[config.mk]
export PLATFORM = sky130hd
export DESIGN_NAME = request_encoder
export DESIGN_NICKNAME = d
export VERILOG_FILES = /design/src/rtl/uart_bus_pkg.sv /design/src/rtl/request_encoder_rr_pick.sv /design/src/rtl/request_encoder.sv
export SDC_FILE = /design/constraint.sdc
export NUM_CORES = 1
export LEC_CHECK = 0
export BUFFER_PORTS_ARGS = -buffer_cell sky130_fd_sc_hd__buf_4
export CORE_MARGIN = 2
export CORE_UTILIZATION = 46
export CTS_CLUSTER_DIAMETER = 80
export DETAILED_ROUTE_END_ITERATION = 6
export GPL_TIMING_DRIVEN = 0
export PLACE_DENSITY = 0.71
export SETUP_SLACK_MARGIN = 0.1
export SLEW_MARGIN = 0
export SYNTH_ARGS = -nofsm -noshare
export SYNTH_HDL_FRONTEND = slang
export SYNTH_SLANG_ARGS = --single-unit
export TNS_END_PERCENT = 10
[constraint.sdc]
create_clock -name clk -period 3.8 [get_ports clk]
set_clock_uncertainty 0.05 [all_clocks]
set_input_delay 0.57 -clock clk [delete_from_list [all_inputs] [get_ports clk]]
set_output_delay 0.57 -clock clk [all_outputs]
set_load 0.05 [all_outputs]
[src/rtl/uart_bus_pkg.sv]
// Shared definitions for the UART bus initiator and its address decoder.
//   ADDR_W / NUM_REQ : address width and number of decoded peripherals
//   state_t          : request_encoder FSM states
//   DEFAULT_MAX_HOLD : default grant hold limit, in cycles, before forced release
package uart_bus_pkg;

   localparam int ADDR_W           = 3;
   localparam int NUM_REQ          = 2 ** ADDR_W;
   localparam int DEFAULT_MAX_HOLD = 15;

   typedef enum logic [1:0] {
      IDLE    = 2'd0,
      GRANT   = 2'd1,
      RELEASE = 2'd2
   } state_t;

endpackage

[src/rtl/request_encoder_rr_pick.sv]
// Combinational round-robin search.
//   eligible : request lines that may be granted
//   last_ptr : most recently served index, which gets the lowest priority
//   found    : at least one eligible line exists
//   index    : first eligible index after last_ptr, wrapping modulo NUM_REQ
module rr_pick
   import uart_bus_pkg::*;
(
   input  logic [NUM_REQ-1:0] eligible,
   input  logic [ADDR_W-1:0]  last_ptr,
   output logic               found,
   output logic [ADDR_W-1:0]  index
);

   logic [ADDR_W-1:0] cand;

   // Walk from the farthest offset down to the nearest, so the nearest hit
   // after last_ptr is the one that survives. Offset NUM_REQ wraps back to
   // last_ptr itself and is therefore the last resort.
   always_comb begin
      found = 1'b0;
      index = '0;
      cand  = '0;
      for (int i = NUM_REQ; i >= 1; i--) begin
         cand = last_ptr + ADDR_W'(i);
         if (eligible[cand]) begin
            found = 1'b1;
            index = cand;
         end
      end
   end

endmodule

[src/rtl/request_encoder.sv]
// Round-robin request encoder: selects one of NUM_REQ peripheral requests and
// drives its address plus an enable into the UART address decoder. Each grant
// is held until done or a hold timeout, followed by a one-cycle release gap.
//   clk          : system clock
//   rst_n        : asynchronous active-low reset
//   req          : per-peripheral request levels
//   mask         : 1 = ignore the matching req bit
//   done         : granted peripheral finished (only looked at in GRANT)
//   address_out  : granted index to the decoder
//   enable_out   : decoder enable, high only in GRANT
//   grant_onehot : one-hot form of the grant, zero when enable_out is low
//   busy         : high in GRANT and RELEASE
//   timeout      : one-cycle pulse when a grant is force-released
//
// state   | meaning
// --------+-----------------------------------------------------------
// IDLE    | no grant; pick the next eligible line round-robin
// GRANT   | decoder enabled for address_out; wait for done or hold limit
// RELEASE | one enable-low gap cycle so decoder selects never overlap
module request_encoder
   import uart_bus_pkg::*;
#(
   parameter int MAX_HOLD = DEFAULT_MAX_HOLD,
   parameter int CNT_W    = 4
) (
   input  logic               clk,
   input  logic               rst_n,
   input  logic [NUM_REQ-1:0] req,
   input  logic [NUM_REQ-1:0] mask,
   input  logic               done,
   output logic [ADDR_W-1:0]  address_out,
   output logic               enable_out,
   output logic [NUM_REQ-1:0] grant_onehot,
   output logic               busy,
   output logic               timeout
);

   localparam logic [CNT_W-1:0] HOLD_LAST = CNT_W'(MAX_HOLD - 1);

   state_t             state;
   logic [CNT_W-1:0]   hold_cnt;
   logic [ADDR_W-1:0]  last_ptr;
   logic [NUM_REQ-1:0] eligible;
   logic               pick_found;
   logic [ADDR_W-1:0]  pick_idx;

   assign eligible = req & ~mask;

   rr_pick u_rr_pick (
      .eligible (eligible),
      .last_ptr (last_ptr),
      .found    (pick_found),
      .index    (pick_idx)
   );

   always_ff @(posedge clk or negedge rst_n) begin
      if (!rst_n) begin
         state        <= IDLE;
         address_out  <= '0;
         enable_out   <= 1'b0;
         grant_onehot <= '0;
         busy         <= 1'b0;
         timeout      <= 1'b0;
         hold_cnt     <= '0;
         last_ptr     <= ADDR_W'(NUM_REQ - 1);
      end else begin
         timeout <= 1'b0;
         case (state)
            IDLE: begin
               enable_out   <= 1'b0;
               grant_onehot <= '0;
               busy         <= 1'b0;
               hold_cnt     <= '0;
               if (pick_found) begin
                  state        <= GRANT;
                  address_out  <= pick_idx;
                  enable_out   <= 1'b1;
                  grant_onehot <= NUM_REQ'(1) << pick_idx;
                  busy         <= 1'b1;
               end
            end

            GRANT: begin
               // done takes precedence over the hold limit, so a release on
               // the last allowed cycle with done present is not a timeout.
               if (done || (hold_cnt == HOLD_LAST)) begin
                  state        <= RELEASE;
                  enable_out   <= 1'b0;
                  grant_onehot <= '0;
                  hold_cnt     <= '0;
                  last_ptr     <= address_out;
                  timeout      <= ~done;
               end else begin
                  hold_cnt <= hold_cnt + 1'b1;
               end
            end

            RELEASE: begin
               state        <= IDLE;
               enable_out   <= 1'b0;
               grant_onehot <= '0;
               busy         <= 1'b0;
               hold_cnt     <= '0;
            end

            default: begin
               state        <= IDLE;
               address_out  <= '0;
               enable_out   <= 1'b0;
               grant_onehot <= '0;
               busy         <= 1'b0;
               hold_cnt     <= '0;
            end
         endcase
      end
   end

endmodule
Yosys cells after proc, flatten, opt, wreduce, memory -nomap -nowiden
Cells that the tools add are included.

word-level totals
  bits of input ports = 19
  bits in registers = 23
  logic and storage cells = 88
  output and inout port bits = 14

cells by class
  $add $sub $neg = 8
  $lt $le $gt $ge = 8
  shift-type cells = 1
  equal/unequal tests = 5
  muxes and demuxes = 48
  bitwise gates (word level) = 4
  reductions and logical operators = 6

operator list
  kind                                                 count
  < comparator 3 x 4 -> 1 bit (second input constant)  8
  two-way mux 3 bit                                    9
  binary-select mux 1 bit (select 3 bit)               8
  two-way mux 1 bit                                    20
  two-way mux 8 bit                                    2
  one-hot mux 8 bit (2 select lines)                   1
  adder 3 bit (second input constant)                  4
  AND 8 bit                                            1
  two-way mux 4 bit                                    2
  NOT 8 bit                                            1
  << shifter 1 x 3 -> 8 bit (first input constant)     1
  adder 3 x 2 -> 3 bit (second input constant)         2
  one-hot mux 3 bit (2 select lines)                   1
  AND reduction 2 bit                                  3
  adder 4 x 1 -> 4 bit (second input constant)         1
  == test 4 bit (second input constant)                1
  two-way mux 2 bit                                    2
  != test 2 bit (second input constant)                2
  one-hot mux 1 bit (2 select lines)                   2
  one-hot mux 2 bit (2 select lines)                   1
  adder 3 x 1 -> 3 bit (second input constant)         1
  == test 2 x 1 -> 1 bit (second input constant)       1
  == test 2 bit (second input constant)                1
  zero test 2 bit                                      1
  other kinds (3)                                      4

Longest topological paths before layout
Gate-level depths: netlist of run 1.

  depth after elaboration = 15
  gate-level depth with buffers = 11
  depth with buffers taken out = 9

Modules after synthesis
A second synthesis of run 1 with hierarchy kept.

unflattened totals
  cells, all modules = 173
  area, all modules = 1769.2 µm²

by module, submodules not included
  module           area each (µm²)  sequential area each (µm²)  instances  cells each
  request_encoder  1094.8           579.3                       1          96
  rr_pick          674.4            0.0                         1          77

Least setup slack after synthesis of run 1
OpenSTA, ideal clock, no wires.

  kind = register -> register
  from = register last_ptr[1]
  to = register grant_onehot[0]
  setup time = 0.096 ns
  data required time = 3.654 ns
  arrival = 3.010 ns
  slack = 0.644 ns
  path buffers = 2
  cell stages (with the launch flop) = 12
  cells stage by stage = dfstp_2 clkbuf_1 inv_2 ha_1 buf_2 clkinv_1 mux4_1 a222oi_1 a2111oi_0 a21o_1 or3b_4 o31ai_1

on the way
  cells in the longest elaborated chain, start to end = 13

ends and longest elaborated chain
  item                                                                                 RTL line                                                      text
  start, declared                                                                      request_encoder.sv:42                                         logic [ADDR_W-1:0] last_ptr;
  start signal, assigned                                                               request_encoder.sv:65                                         last_ptr <= ADDR_W'(NUM_REQ - 1);
  start signal, assigned                                                               request_encoder.sv:91                                         last_ptr <= address_out;
  adder 3 bit / binary-select mux 1 bit (select 3 bit) (equally long branches)         request_encoder_rr_pick.sv:25, request_encoder_rr_pick.sv:26
  binary-select mux 1 bit (select 3 bit) / two-way mux 1 bit (equally long branches)   request_encoder_rr_pick.sv:26                                 if (eligible[cand]) begin
  two-way mux 1 bit (not written as such) / two-way mux 3 bit (equally long branches)  request_encoder_rr_pick.sv:26
  two-way mux 3 bit (7 in a row)                                                       request_encoder_rr_pick.sv:26
  << shifter 1 x 3 -> 8 bit                                                            request_encoder.sv:78                                         grant_onehot <= NUM_REQ'(1) << pick_idx;
  two-way mux 8 bit *                                                                  request_encoder.sv:74                                         if (pick_found) begin
  one-hot mux 8 bit (2 select lines) *                                                 request_encoder.sv:68                                         case (state)
  end signal, assigned                                                                 request_encoder.sv:78
  end, declared                                                                        request_encoder.sv:33                                         output logic [NUM_REQ-1:0] grant_onehot,

Mark *: on every way between the ends. The rest lies on a longest branch, timed or not. The select of a mux whose other input is x is not followed.
A chain may end at the register's enable or synchronous reset.

Worst setup path after layout of run 1
  from = register last_ptr[1]
  to = register grant_onehot[2]

The elaborated chain is that of the path after synthesis.

==> flow_summary_export.csv, run 1 <==
group,metric,value,unit
layout,area_delta_synth_final,17.8,%
critical_path,slowest_stage,"dfstp_2",
critical_path,crit_path_cell_trace,"inv_2, ha_1, buf_2, clkinv_1, mux4_1, a222oi_1, a2111oi_0, a21o_1, or3b_4, o31ai_1",
placement,numPortBuffers,32,
clock_network,clk_latency,0.26,ns
sta,rsz0062_at_grt,"no",
pwr,power.density,944,mW/mm²
logic_synthesis,avgSynthCellArea,9.67,µm²
logic_synthesis,ys_types,52,
routing,drt-total-wl,4440,µm
grt,antenna_found_initial,0,
routing,wl_per_cell,15.6,µm
logic_synthesis,synth_area_leaders,"dfrtp_1, mux4_2, mux2i_1",
logic_synthesis,synth_ff_type,"dfrtp_1",
critical_path,cp_data_arrival_time,3.52,ns
logic_synthesis,ys_ff_latch,23,
outcome,outcome,"complete, no violations",
sta,maxSlewHeadroom,58.1,%
die,start_util,48.0,%
die,fp.dieH,68.8,µm
logic_synthesis,async_flop_share,100,%
sta,fin_crit,3.40,ns
logic_synthesis,yosysWarningCount,0,
layout,num-nets-final,261,
clock_network,clkSinkCount,23,
die,dieArea,0.00474,mm²
clock_network,cts_tree,"yes",
die,core-area,0.00403,mm²
sta,slew_viol_final,0,
die,die_w,68.8,µm
layout,drive_gt1_share,26.4,%
critical_path,cpPeakStageDelay,0.68,ns
logic_synthesis,synth_top_area_share,25.9,%
pwr,power_leakage,1.01,nW
logic_synthesis,synth_compound_area_share,19.4,%
logic_synthesis,synthMuxAreaShare,21.3,%
logic_synthesis,synth_fa_ha_area_share,3.88,%
logic_synthesis,synth_area_leader_cell,"dfrtp_1",
logic_synthesis,synth_xor_area_share,3.10,%
critical_path,end_kind,"register",
job,max_cap_viol_count,0,
clock_network,hold_buffers,0,
placement,dpl.hpwl,3530,µm
sta,tns,0,ns
pwr,p_total,2.15,mW
routing,viasPerCell,5.91,
critical_path,crit_type,"register to register",
critical_path,path_buf_inv,3,
grt,grt_max_degree,24,
logic_synthesis,syn_nets,225,
clock_network,clock_path_buffers,2,
logic_synthesis,syn_inst,200,
sta,setup-violations-final,0,
grt,overflow,0,
logic_synthesis,synth-simple-area-share,17.8,%
grt,grt_pass1_vias,1637,
pwr,ir_drop,0.431,mV
routing,ant_nets,0,
routing,drtIter0Drc,79,
routing,drc_errors,0,
die,row_count,23,
critical_path,path_delay_family,"compound AO/OA/AOI/OAI gates",
critical_path,worst-path-max-fanout,10,
layout,final_cell_mix,"buf_4, nand2_1, dfrtp_1",
sta,hold_viol_final,0,
worst_hold_path,hp-class,"input pin to asynchronous set/reset pin",
sta,fin_crit_sh,89.6,%
clock_network,clk_pin_slew,0.08,ns
critical_path,r2r_slack,0.40,ns
logic_synthesis,synth_top_family_by_area,"multiplexers",
clock_network,cts_root_buf,"clkbuf_8",
routing,num_vias,1685,
grt,grtUsageTotal,21.2,%
logic_synthesis,netlist_area,0.00193,mm²
sta,whs,0.133,ns
logic_synthesis,synth_edf_count,0,
logic_synthesis,seq_area_frac_synth,29.9,%
routing,dr.pass1.iters,5,
critical_path,critPathRequiredTime,3.92,ns
clock_network,cts-buffers-inserted,3,
sta,fmax,294,MHz
layout,antennaDiodeCount,0,
layout,fill_cells,376,
layout,fin_util,56.6,%
grt,grt_first_pass_wirelength,7520,µm
critical_path,critPathLaunchType,"register",
die,top_level_ports,33,
sta,worst_slew_pin_slew,0.612,ns
clock_network,cts_max_level,1,
placement,globalplace.congestion,0.915,
layout,final_common_cell,"buf_4",
==> cell usage after synthesis (5+ instances only) <==
| master | n |
|---|---|
| nand2_1 | 24 |
| dfrtp_1 | 20 |
| nor2_1 | 12 |
| mux4_2 | 11 |
| nand2b_1 | 11 |
| mux2i_1 | 10 |
| o21ai_0 | 9 |
| o31ai_1 | 9 |
| inv_1 | 8 |
| o22ai_1 | 7 |
| ha_1 | 6 |
| nor2b_1 | 6 |
| a21oi_1 | 5 |
==> sequential cells by signal (all words and copies together) (netlist names) <==
| signal | cells |
|---|---|
| last_ptr | 3 |
| enable_out | 1 |
| timeout | 1 |
| busy | 1 |
| grant_onehot | 8 |
| hold_cnt | 4 |
| address_out | 3 |
| state | 2 |
==> power breakdown <==
part	total (mW)	leakage, nW	switching (mW)	internal, mW
combinational	1.62	0.685	0.965	0.655
clock	0.149	0.0228	0.0739	0.0747
sequential	0.382	0.300	0.0516	0.331
total	2.15	1.01	1.09	1.06
==> metrics by stage <==
stage | cells | cell area [µm²] | setup WS (ns)
finish | 285 | 2280 | 0.397
global route | 285 | 2280 | 0.179
CTS | 285 | 2280 | 0.408
detailed placement | 282 | 2240 | 0.0738
global placement | 282 | 2240 | 0.128
floorplan | 200 | 1930 | 0.644
==> timing repair <==
| action | 4_1_cts | 5_1_grt |
|---|---|---|
| buffers inserted | 0 | 0 |
| resized for setup | 0 | 0 |
| endpoints found under the setup margin | 1 | 0 |
==> logic make-up after synthesis <==
| kind of cell | count (synthesis) |
|---|---|
| buf+inv | 18 |
| flops | 23 |
| xor+xnor | 6 |
| simple gates | 69 |
| fa+ha+maj | 6 |
| mux | 25 |
| compound gates | 53 |
==> layout make-up <==
class,instances,area [µm²],area share [%]
well taps,50,62.6,2.75
inverters,11,46.3,2.03
plain buffers,6,38.8,1.70
clock buffers,4,45.0,1.98
flip-flops and latches,23,579,25.4
multi-input cells,159,1270,55.6
repair buffers,32,240,10.5
==> path summary, 6_finish.rpt <==
check                                startpoint              end  depth (start not counted)
worst max register to register      last_ptr[1]  grant_onehot[2]                         10
worst max-delay path                last_ptr[1]  grant_onehot[2]                         10
max in group asynchronous                 rst_n      last_ptr[0]                          1
min in group clk                grant_onehot[6]  grant_onehot[6]                          2
worst min register to register  grant_onehot[6]  grant_onehot[6]                          2
worst min-delay path                      rst_n  grant_onehot[4]                          1
==> metal layers <==
| metal | GRT usage, % | up-vias | part of all wire (%) |
|---|---|---|---|
| li1 | - | 816 | - |
| met1 | 29.0 | 801 | 46 |
| met2 | 34.4 | 60 | 46 |
| met3 | 5.03 | 8 | 6.5 |
| met4 | 4.17 | 0 | 1.6 |
| met5 | 0 | - | 0 |
No activity file was read; power rests on OpenSTA's default activity.
==> run 2: changes to the inputs <==
- RECOVER_POWER: default -> 25
==> flow_summary_export.csv, run 2 (synthesis gave the netlist of run 1 again) <==
group,metric,value,unit
layout,multi_input_area,0.00127,mm²
grt,grt_pass1_vias,1637,
sta,fmax,294,MHz
clock_network,clkSinkCount,23,
placement,dpl_cell_area,0.00224,mm²
layout,fill_cells,377,
clock_network,cts_root_buf,"clkbuf_8",
layout,final_common_cell,"buf_4",
layout,area_delta_synth_final,17.6,%
die,start_util,48.0,%
routing,viasPerCell,5.91,
layout,seq_area,579,µm²
routing,num_vias,1685,
critical_path,r2r_slack,0.40,ns
placement,globalplace.congestion,0.915,
clock_network,clk_pin_slew,0.08,ns
layout,final_cells,285,
layout,top_regs,"grant_onehot x8, hold_cnt x4",
clock_network,clock_path_buffers,2,
sta,rsz0062_at_grt,"no",
pwr,pwr-share-seq,17.8,%
layout,antennaDiodeCount,0,
placement,numPortBuffers,32,
routing,drc_errors,0,
layout,num-nets-final,261,
grt,grt_max_degree,24,
sta,worst_slew_pin_slew,1.21,ns
critical_path,critPathLaunchType,"register",
worst_hold_path,hp-class,"register to register",
clock_network,cts-buffers-inserted,3,
sta,fin_crit_sh,89.6,%
die,top_level_ports,33,
routing,dr.pass1.iters,5,
pwr,intPower,1.06,mW
routing,drtIter0Drc,79,
sta,maxSlewHeadroom,19.4,%
placement,placed_cells,282,
die,die_w,68.8,µm
clock_network,cts_resized,0,
pwr,p_total,2.15,mW
grt,overflow,0,
die,core-area,0.00403,mm²
job,max_cap_viol_count,0,
die,fp.dieH,68.8,µm
routing,drt-total-wl,4440,µm
grt,grt_first_pass_wirelength,7520,µm
layout,largest_reg_flops,8,
pwr,power.density,946,mW/mm²
routing,wl_per_cell,15.6,µm
pwr,p_sw,1.09,mW
placement,dpl.hpwl,3530,µm
layout,drive_gt1_share,26.0,%
die,row_count,23,
layout,final_cell_mix,"buf_4, nand2_1, dfrtp_1",
clock_network,cts_setup_buffers,0,
critical_path,end_kind,"register",
sta,fin_crit,3.40,ns
layout,final_area,0.00227,mm²
critical_path,worst-path-max-fanout,10,
routing,ant_nets,0,
layout,top_register,"grant_onehot",
grt,grtUsageTotal,21.2,%
clock_network,clk_latency,0.26,ns
clock_network,cts_tree,"yes",
critical_path,critPathRequiredTime,3.92,ns
pwr,clockPowerShare,6.9,%
sta,setup-violations-final,0,
critical_path,crit_type,"register to register",
pwr,power_leakage,1.00,nW
critical_path,cp_data_arrival_time,3.52,ns
outcome,outcome,"complete, no violations",
sta,whs,0.432,ns
clock_network,cts_max_level,1,
pwr,ir_drop,0.431,mV
sta,tns,0,ns
pwr,power_frac_comb,75.3,%
pwr,switching_share,50.7,%
die,dieArea,0.00474,mm²
sta,slew_viol_final,0,
sta,hold_viol_final,0,
clock_network,hold_buffers,0,
grt,antenna_found_initial,0,
## run 2: cell count changes in the layout (fill, tap and decap cells not counted), sizes merged
cell	delta
buf	-1
clkbuf	+1
## run 2: final cells by class
type,count,area share (%)
buffer,6,1.71
clock buffer,4,1.98
inverter,11,2.04
multi-input combinational,159,55.7
sequential,23,25.5
tap,50,2.75
timing repair buffer,32,10.4
## run 2: metrics by stage
step                      utilization (%)  setup slack (ns)
after floorplan                         -             0.644
after global placement               55.5             0.128
after detailed placement             55.5            0.0738
after CTS                            56.6             0.408
after global routing                 56.5             0.179
final                                56.5             0.397
## run 2: power by group through the flow
stage | Combinational, mW | Clock, mW | Sequential (mW)
floorplan | 1.15 | 0 | 0.492
finish | 1.62 | 0.149 | 0.382
global placement | 1.61 | 0 | 0.369
global route | 1.77 | 0.166 | 0.392
CTS | 1.61 | 0.152 | 0.383
detailed placement | 1.62 | 0 | 0.371
## run 2: worst paths after layout
check | from | to | depth (start not counted)
max | last_ptr[1] | grant_onehot[2] | 10
min | grant_onehot[5] | grant_onehot[5] | 2
max reg2reg | last_ptr[1] | grant_onehot[2] | 10
min reg2reg | grant_onehot[5] | grant_onehot[5] | 2
max in group asynchronous | rst_n | hold_cnt[2] | 1
min in group asynchronous | rst_n | grant_onehot[4] | 1
## run 2: layer usage
layer  vias to the layer above  GRT usage, %  routed length, µm
li1                        816             -                  -
met1                       801          29.0               2040
met4                         0          4.17                 71
met2                        60          34.4               2040
met3                         8          5.03                288
met5                         -             0                  0
## run 2: worst max-delay path, stage by stage, from the launching register on
cell and delay [ns]:
dfstp_2 0.68, inv_2 0.13, ha_1 0.29, buf_2 0.22
clkinv_1 0.28, mux4_1 0.36, a222oi_1 0.32, a2111oi_0 0.12
a21o_1 0.22, or3b_4 0.40, o31ai_1 0.23
